`src/rtl/apb_arb_master.sv`:
```
// apb_arb_master: shares one APB slave port between two requesters.
// Round-robin grant in IDLE, SETUP/ACCESS sequencing with PREADY wait states,
// ACCESS-phase timeout, and a one-cycle response pulse back to the owner.
module apb_arb_master #(
  parameter int unsigned ADDR_WIDTH = 8,
  parameter int unsigned DATA_WIDTH = 32,
  parameter int unsigned TIMEOUT    = 16
) (
  input  logic                  PCLK,
  input  logic                  PRESETn,
  // Requester 0
  input  logic                  r0_valid,
  output logic                  r0_ready,
  input  logic [ADDR_WIDTH-1:0] r0_addr,
  input  logic                  r0_write,
  input  logic [DATA_WIDTH-1:0] r0_wdata,
  output logic                  r0_rsp_valid,
  output logic [DATA_WIDTH-1:0] r0_rdata,
  output logic                  r0_err,
  // Requester 1
  input  logic                  r1_valid,
  output logic                  r1_ready,
  input  logic [ADDR_WIDTH-1:0] r1_addr,
  input  logic                  r1_write,
  input  logic [DATA_WIDTH-1:0] r1_wdata,
  output logic                  r1_rsp_valid,
  output logic [DATA_WIDTH-1:0] r1_rdata,
  output logic                  r1_err,
  // APB master port
  output logic                  PSEL,
  output logic                  PENABLE,
  output logic                  PWRITE,
  output logic [ADDR_WIDTH-1:0] PADDR,
  output logic [DATA_WIDTH-1:0] PWDATA,
  input  logic [DATA_WIDTH-1:0] PRDATA,
  input  logic                  PREADY,
  input  logic                  PSLVERR,
  output logic                  busy
);

  typedef enum logic [1:0] {
    StIdle   = 2'd0,
    StSetup  = 2'd1,
    StAccess = 2'd2
  } state_e;

  // Counter only needs to reach TIMEOUT-1: the abort fires on the cycle it would hit TIMEOUT.
  localparam int unsigned     CntW    = (TIMEOUT > 1) ? $clog2(TIMEOUT) : 1;
  localparam logic [CntW-1:0] CntLast = CntW'((TIMEOUT > 0) ? TIMEOUT - 1 : 0);

  state_e                state_q, state_d;
  logic [CntW-1:0]       cnt_q;
  logic                  last_q;   // requester granted most recently (1 at reset -> r0 wins first tie)
  logic                  owner_q;  // requester owning the in-flight transfer
  logic                  grant;
  logic                  accept;
  logic                  timeout_hit;
  logic                  done;
  logic [DATA_WIDTH-1:0] rsp_data;
  logic                  rsp_err;

  // State register.
  always_ff @(posedge PCLK or negedge PRESETn) begin
    if (!PRESETn) begin
      state_q <= StIdle;
    end else begin
      state_q <= state_d;
    end
  end

  // Next-state logic: IDLE -> SETUP on accept, SETUP -> ACCESS, ACCESS -> IDLE on done.
  always_comb begin
    state_d = state_q;
    unique case (state_q)
      StIdle:   if (accept) state_d = StSetup;
      StSetup:  state_d = StAccess;
      StAccess: if (done) state_d = StIdle;
      default:  state_d = StIdle;
    endcase
  end

  // Outputs: APB phase decode and round-robin ready, ties go away from the last winner.
  always_comb begin
    grant    = (r0_valid && r1_valid) ? ~last_q : r1_valid;
    PSEL     = (state_q != StIdle);
    PENABLE  = (state_q == StAccess);
    busy     = (state_q != StIdle);
    r0_ready = (state_q == StIdle) && r0_valid && !grant;
    r1_ready = (state_q == StIdle) && r1_valid && grant;
    accept   = r0_ready || r1_ready;
  end

  // Completion/abort decode and the response payload presented to the owner.
  always_comb begin
    timeout_hit = (TIMEOUT != 0) && (state_q == StAccess) && !PREADY && (cnt_q == CntLast);
    done        = (state_q == StAccess) && (PREADY || timeout_hit);
    if (timeout_hit) begin
      rsp_data = '0;
      rsp_err  = 1'b1;
    end else begin
      rsp_data = PWRITE ? '0 : PRDATA;
      rsp_err  = PSLVERR;
    end
  end

  // Wait-state counter, cleared on every accept (i.e. on entry to SETUP).
  always_ff @(posedge PCLK or negedge PRESETn) begin
    if (!PRESETn) begin
      cnt_q <= '0;
    end else if (accept) begin
      cnt_q <= '0;
    end else if ((state_q == StAccess) && !PREADY) begin
      cnt_q <= cnt_q + CntW'(1);
    end
  end

  // Command capture; the APB payload keeps its last value while idle.
  always_ff @(posedge PCLK or negedge PRESETn) begin
    if (!PRESETn) begin
      owner_q <= 1'b0;
      last_q  <= 1'b1;
      PADDR   <= '0;
      PWRITE  <= 1'b0;
      PWDATA  <= '0;
    end else if (accept) begin
      owner_q <= grant;
      last_q  <= grant;
      PADDR   <= grant ? r1_addr  : r0_addr;
      PWRITE  <= grant ? r1_write : r0_write;
      PWDATA  <= grant ? r1_wdata : r0_wdata;
    end
  end

  // Response return: rsp_valid pulses for the owner only; rdata/err hold between pulses.
  always_ff @(posedge PCLK or negedge PRESETn) begin
    if (!PRESETn) begin
      r0_rsp_valid <= 1'b0;
      r0_rdata     <= '0;
      r0_err       <= 1'b0;
      r1_rsp_valid <= 1'b0;
      r1_rdata     <= '0;
      r1_err       <= 1'b0;
    end else begin
      r0_rsp_valid <= done && !owner_q;
      r1_rsp_valid <= done && owner_q;
      if (done && !owner_q) begin
        r0_rdata <= rsp_data;
        r0_err   <= rsp_err;
      end
      if (done && owner_q) begin
        r1_rdata <= rsp_data;
        r1_err   <= rsp_err;
      end
    end
  end

endmodule

```
`config.mk`:
```
export PLATFORM = sky130hd
export DESIGN_NAME = apb_arb_master
export DESIGN_NICKNAME = d
export VERILOG_FILES = /design/src/rtl/apb_arb_master.sv
export SDC_FILE = /design/constraint.sdc
export NUM_CORES = 1
export LEC_CHECK = 0
export ABC_AREA = 0
export CORE_MARGIN = 10
export CORE_UTILIZATION = 38
export CTS_CLUSTER_SIZE = 16
export DETAILED_ROUTE_END_ITERATION = 10
export GPL_TIMING_DRIVEN = 1
export HOLD_SLACK_MARGIN = 0.12
export PLACE_DENSITY = 0.77
export SKIP_LAST_GASP = 1
export SYNTH_ARGS = -nofsm -noshare
export SYNTH_HDL_FRONTEND = slang
export SYNTH_SLANG_ARGS = --single-unit
```
`constraint.sdc`:
```
create_clock -name PCLK -period 1.66 [get_ports PCLK]
set_clock_uncertainty 0.1 [all_clocks]
set_input_delay 0.249 -clock PCLK [delete_from_list [all_inputs] [get_ports PCLK]]
set_output_delay 0.249 -clock PCLK [all_outputs]
set_load 0.005 [all_outputs]
```
Word-level counts from Yosys, hierarchy flattened
Index checks and enable logic that the tools add are counted.
{"block": "classes", "n_addsub": 1, "multipliers": 0, "div_mod_pow": 0, "n_lt_le_gt_ge": 0, "n_eq_ne": 5, "n_shift": 0, "muxes": 12, "bitwise_logic": 1, "n_reduce_logical": 19}
{"cell": "32-bit two-way mux", "count": 3}
{"cell": "1-bit logical AND", "count": 10}
{"cell": "4-bit two-way mux", "count": 2}
{"cell": "8-bit two-way mux", "count": 1}
{"cell": "2-bit case mux with 3 select lines", "count": 1}
{"cell": "4-bit by 1-bit adder with 4-bit output, second input constant", "count": 1}
{"cell": "4-bit equality test, second input constant", "count": 1}
{"cell": "2-bit two-way mux", "count": 2}
{"cell": "2-bit nonzero test", "count": 2}
{"cell": "1-bit logical NOT", "count": 3}
{"cell": "1-bit two-way mux", "count": 3}
{"cell": "2-bit by 1-bit equality test with 1-bit output, second input constant", "count": 1}
{"cell": "2-bit equality test, second input constant", "count": 1}
{"cell": "2-bit logical NOT", "count": 1}
{"cell": "1-bit logical OR", "count": 2}
{"cell": "2-bit by 1-bit inequality test with 1-bit output, second input constant", "count": 1}
{"cell": "2-bit inequality test, second input constant", "count": 1}
{"cell": "2-bit AND reduction", "count": 1}
{"cell": "1-bit NOT", "count": 1}
{"block": "word_totals", "register_bits": 117, "latch_bits": 0, "ram_bits": 0, "rom_bits": 0, "in_bits": 120, "out_inout_bits": 114, "elab_cells": 51, "memories": 0}

Longest topological paths before layout
{"block": "depth", "depth_word": 7, "depth_mapped": 5, "depth_no_buf": 5}

Worst setup path before layout
Ideal clock, no wire load.
{"block": "synth_path", "path_type": "reg2reg", "start": "register last_q", "end": "register PADDR[0]", "setup_time_ns": 0.125, "t_arrival_ns": 1.461, "required_ns": 1.435, "slack_ns": -0.026, "path_stages_with_launch": 6, "n_path_buf": 2, "synth_period_minus_slack_ns": 1.686, "cell_sequence": "dfstp_2 -> a21bo_1 -> buf_6 -> buf_8 -> mux2_4 -> mux2_4"}
{"block": "synth_between", "elab_chain_cells": 5, "word_cells_on_any_way": 7, "classes_between": "mux (2); bitwise (1); reduce/logical (4)"}
{"item": "start, declared", "line_no": "53", "text": "logic last_q;"}
{"item": "start signal, assigned", "line_no": "127", "text": "last_q <= grant;"}
{"item": "1-bit NOT (*)", "line_no": "84", "text": "grant = (r0_valid && r1_valid) ? ~last_q : r1_valid;"}
{"item": "1-bit two-way mux (*)", "line_no": "84"}
{"item": "1-bit logical NOT", "line_no": "88", "text": "r0_ready = (state_q == StIdle) && r0_valid && !grant;"}
{"item": "1-bit logical AND", "line_no": "88"}
{"item": "1-bit logical OR", "line_no": "90", "text": "accept = r0_ready || r1_ready;"}
{"item": "end signal, assigned", "line_no": "128", "text": "PADDR <= grant ? r1_addr : r0_addr;"}
{"item": "end, declared", "line_no": "33", "text": "output logic [ADDR_WIDTH-1:0] PADDR,"}
Every way passes the cells marked *; elsewhere a longest branch is shown, timed or not.
A chain may end at the register's enable or synchronous reset.

Worst setup path after layout
{"block": "layout_path", "start": "register last_q", "end": "register PADDR[1]"}
The elaborated chain is that of the path after synthesis.

==> out/metrics.yaml <==
synth:
  synth_edf_count: 0
  synthCells: 333
  muxShareOfSynthArea: 0.233
  yosys_most_used_dff: "dfrtp_1"
  syn_area_mm2: 0.00528
  synth-compound-area-share: 0.135
  synth_top_family_by_area: "multiplexers"
  synth-xor-area-share: 0.00332
  syn_area_per_cell_um2: 15.9
  synth_fa_ha_area_frac: 0.00237
  yosys.area_share.simple: 0.0268
  ys_seq_area_frac: 0.555
  ys_ff_latch: 117
  syn_nets: 454
  synth_cell_types: 37
  async_flop_share: 1.00
  yosys_warnings: 0
routing:
  met2RoutedLength_um: 7790
  drtAntennaViolNets: 0
  routed_wirelength_um: 17100
  wl_per_cell_um: 21.5
  drc: 0
  first_pass_iters: 5
  met1_length_um: 6880
  first_iter_violations: 213
  vias: 4164
  wl_met3_um: 2260
  vias_per_cell: 5.24
  topRoutingLayerUsed: "met4"
timing:
  period_needed_ps: 1790
  worstMarginPinSlew_ps: 635
  worst_slack_ps: -126
  setup_viol: 109
  max_freq_mhz: 560
  hold_viol: 0
  rsz0062_at_grt: "yes"
  slew_viol_final: 0
  slew_headroom: 0.576
  post-route-period-util: 1.08
layout:
  finalInstanceArea_mm2: 0.00887
  drive_above_1_share: 0.288
  final_common_cell: "clkdlybuf4s50_1"
  most-common-layout-cells: "clkdlybuf4s50_1, dfrtp_1, mux2_4"
  num_antenna_cells: 0
  nets: 722
  filler_cell_count: 968
  area_delta_synth_final_pct: 68.0
run:
  drv_cap: 0
worst_hold_path:
  hold_path_class: "primary input to async pin"
grt:
  track_usage: 0.172
  overflow: 0
  grt_pass1_wl_um: 25000
  grt_pass1_vias: 4490
  grt_max_degree: 53
  antenna_found_initial: 0
critical_path:
  crit_family: "multiplexers"
  worst_ep_required_time_ps: 1850
  critPathLaunchType: "flip-flop"
  cp_max_fo: 29
  ff2ff_setup_slack_ps: -130
  crit_buf_inv: 1
  critPathKind: "flip-flop to flip-flop"
  max_stage_delay_ps: 550
  arrival_ps: 1980
  cp_cell_sequence: "a21bo_4, buf_12, mux2_2, mux2_2"
  cp-end-kind: "flip-flop"
  critPathSlowestCell: "dfstp_2"
  critPathMostFrequentCell: "mux2_2"
clock_network:
  clk_transition_reported_paths_ps: 60
  clk_latency_ps: 400
  cts_root_buf: "clkbuf_16"
  htree_num_levels: 4
  cts_sinks: 117
  cts_buffer_depth: 2
  cts_tree: "done"
  numCtsBuffers: 17
die:
  die_height_um: 138
  ioPinCount: 234
  die_x_um: 138
  core_area_mm2: 0.0137
  die_area_mm2: 0.0190
  row_count: 43
  initial_utilization: 0.385
run_status:
  status: "complete, but fails checks"
  violations: "setup timing"
placed_design:
  io_buffers: 233
  finalWeightedCongestion: 0.814
  dpl_cell_area_mm2: 0.00788
  dp_hpwl_um: 12200
  pre_cts_ws_ps: -687
power_and_ir_drop:
  p_leak_nw: 4.64
  vdd_ir_drop_max_mv: 0.716
  power.density_mw_per_mm2: 1760
[Yosys cell counts, types with 2 or more instances]
master     number  area, µm²
a2bb2oi_1       2       17.5
a32o_1         64        641
buf_12          3       60.1
buf_2           6       30.0
buf_6           5       56.3
clkbuf_1       13       48.8
dfrtp_1       116       2900
inv_1           3       11.3
mux2_2          6       67.6
mux2_4         76       1140
mux2i_1         2       20.0
nand2_1         4       15.0
nor2_1          5       18.8
nor2b_1         3       18.8
o21ai_0         2       10.0
xnor2_1         2       17.5
[worst paths after layout]
path / startpoint / end / cells after the start
setup reg to reg: last_q$_DFFE_PN1P_ / PADDR[1]$_DFFE_PN0P_ / 4
max in group asynchronous: PRESETn / last_q$_DFFE_PN1P_ / 3
setup / recovery: last_q$_DFFE_PN1P_ / PADDR[1]$_DFFE_PN0P_ / 4
hold / removal: PRESETn / r1_rdata[13]$_DFFE_PN0P_ / 2
hold reg to reg: r1_rdata[6]$_DFFE_PN0P_ / r1_rdata[6]$_DFFE_PN0P_ / 1
min in group PCLK: r0_valid / last_q$_DFFE_PN1P_ / 2
[cell type report]
cell class | instances | area, µm² | area share
clock buffers | 20 | 457 | 0.0515
clock inverters | 12 | 153 | 0.0172
inverters | 4 | 17.5 | 0.00198
multi-input cells | 185 | 2180 | 0.246
flip-flops and latches | 117 | 2930 | 0.331
well taps | 180 | 225 | 0.0254
repair buffers | 276 | 2900 | 0.327
[repair_timing]
item | 4_1_cts | 5_1_grt
gates resized for setup | 63 | 61
pin swaps | 6 | 2
setup buffers | 11 | 8
hold buffers | 1 | 0
endpoints found under the hold margin | 116 | 0
endpoints found under the setup margin | 76 | 172
gates cloned | 3 | 0
[cell families (layout without fill, tap and decap cells)]
| logic type | after synthesis | in the layout |
|---|---|---|
| simple gates | 21 | 24 |
| mux | 84 | 84 |
| buf+inv | 34 | 312 |
| xor+xnor | 2 | 2 |
| compound gates | 74 | 74 |
| fa+ha+maj | 1 | 1 |
| flops | 117 | 117 |
[metrics by stage]
stage	util	setup TNS (ps)	instances	power, W	hold WS, ps
after floorplan	-	-645	333	0.00792	-147
after global placement	0.574	-27560	740	0.0115	50.7
after detailed placement	0.574	-31990	740	0.0117	53.2
after CTS	0.629	-3570	786	0.0157	153
after global routing	0.646	-13300	794	0.0164	170
final	0.646	-5680	794	0.0156	178
[layer usage]
layer,track usage,up-vias
li1,-,1831
met1,0.199,2060
met2,0.267,260
met3,0.0913,13
met4,0.0579,0
met5,0,-
[flip-flops by register name (all words and copies together), names as in the netlist]
register / flops
PADDR: 8
PWDATA: 32
PWRITE: 1
cnt_q: 4
last_q: 1
owner_q: 1
r0_err: 1
r0_rdata: 32
r0_rsp_valid: 1
r1_err: 1
r1_rdata: 32
r1_rsp_valid: 1
state_q: 2
[report_power, final]
part	switching (W)	internal (W)	total (W)
Sequential	0.000784	0.00413	0.00492
Combinational	0.00255	0.00439	0.00693
Clock	0.00130	0.00244	0.00374
(Power assumes the default switching activity.)
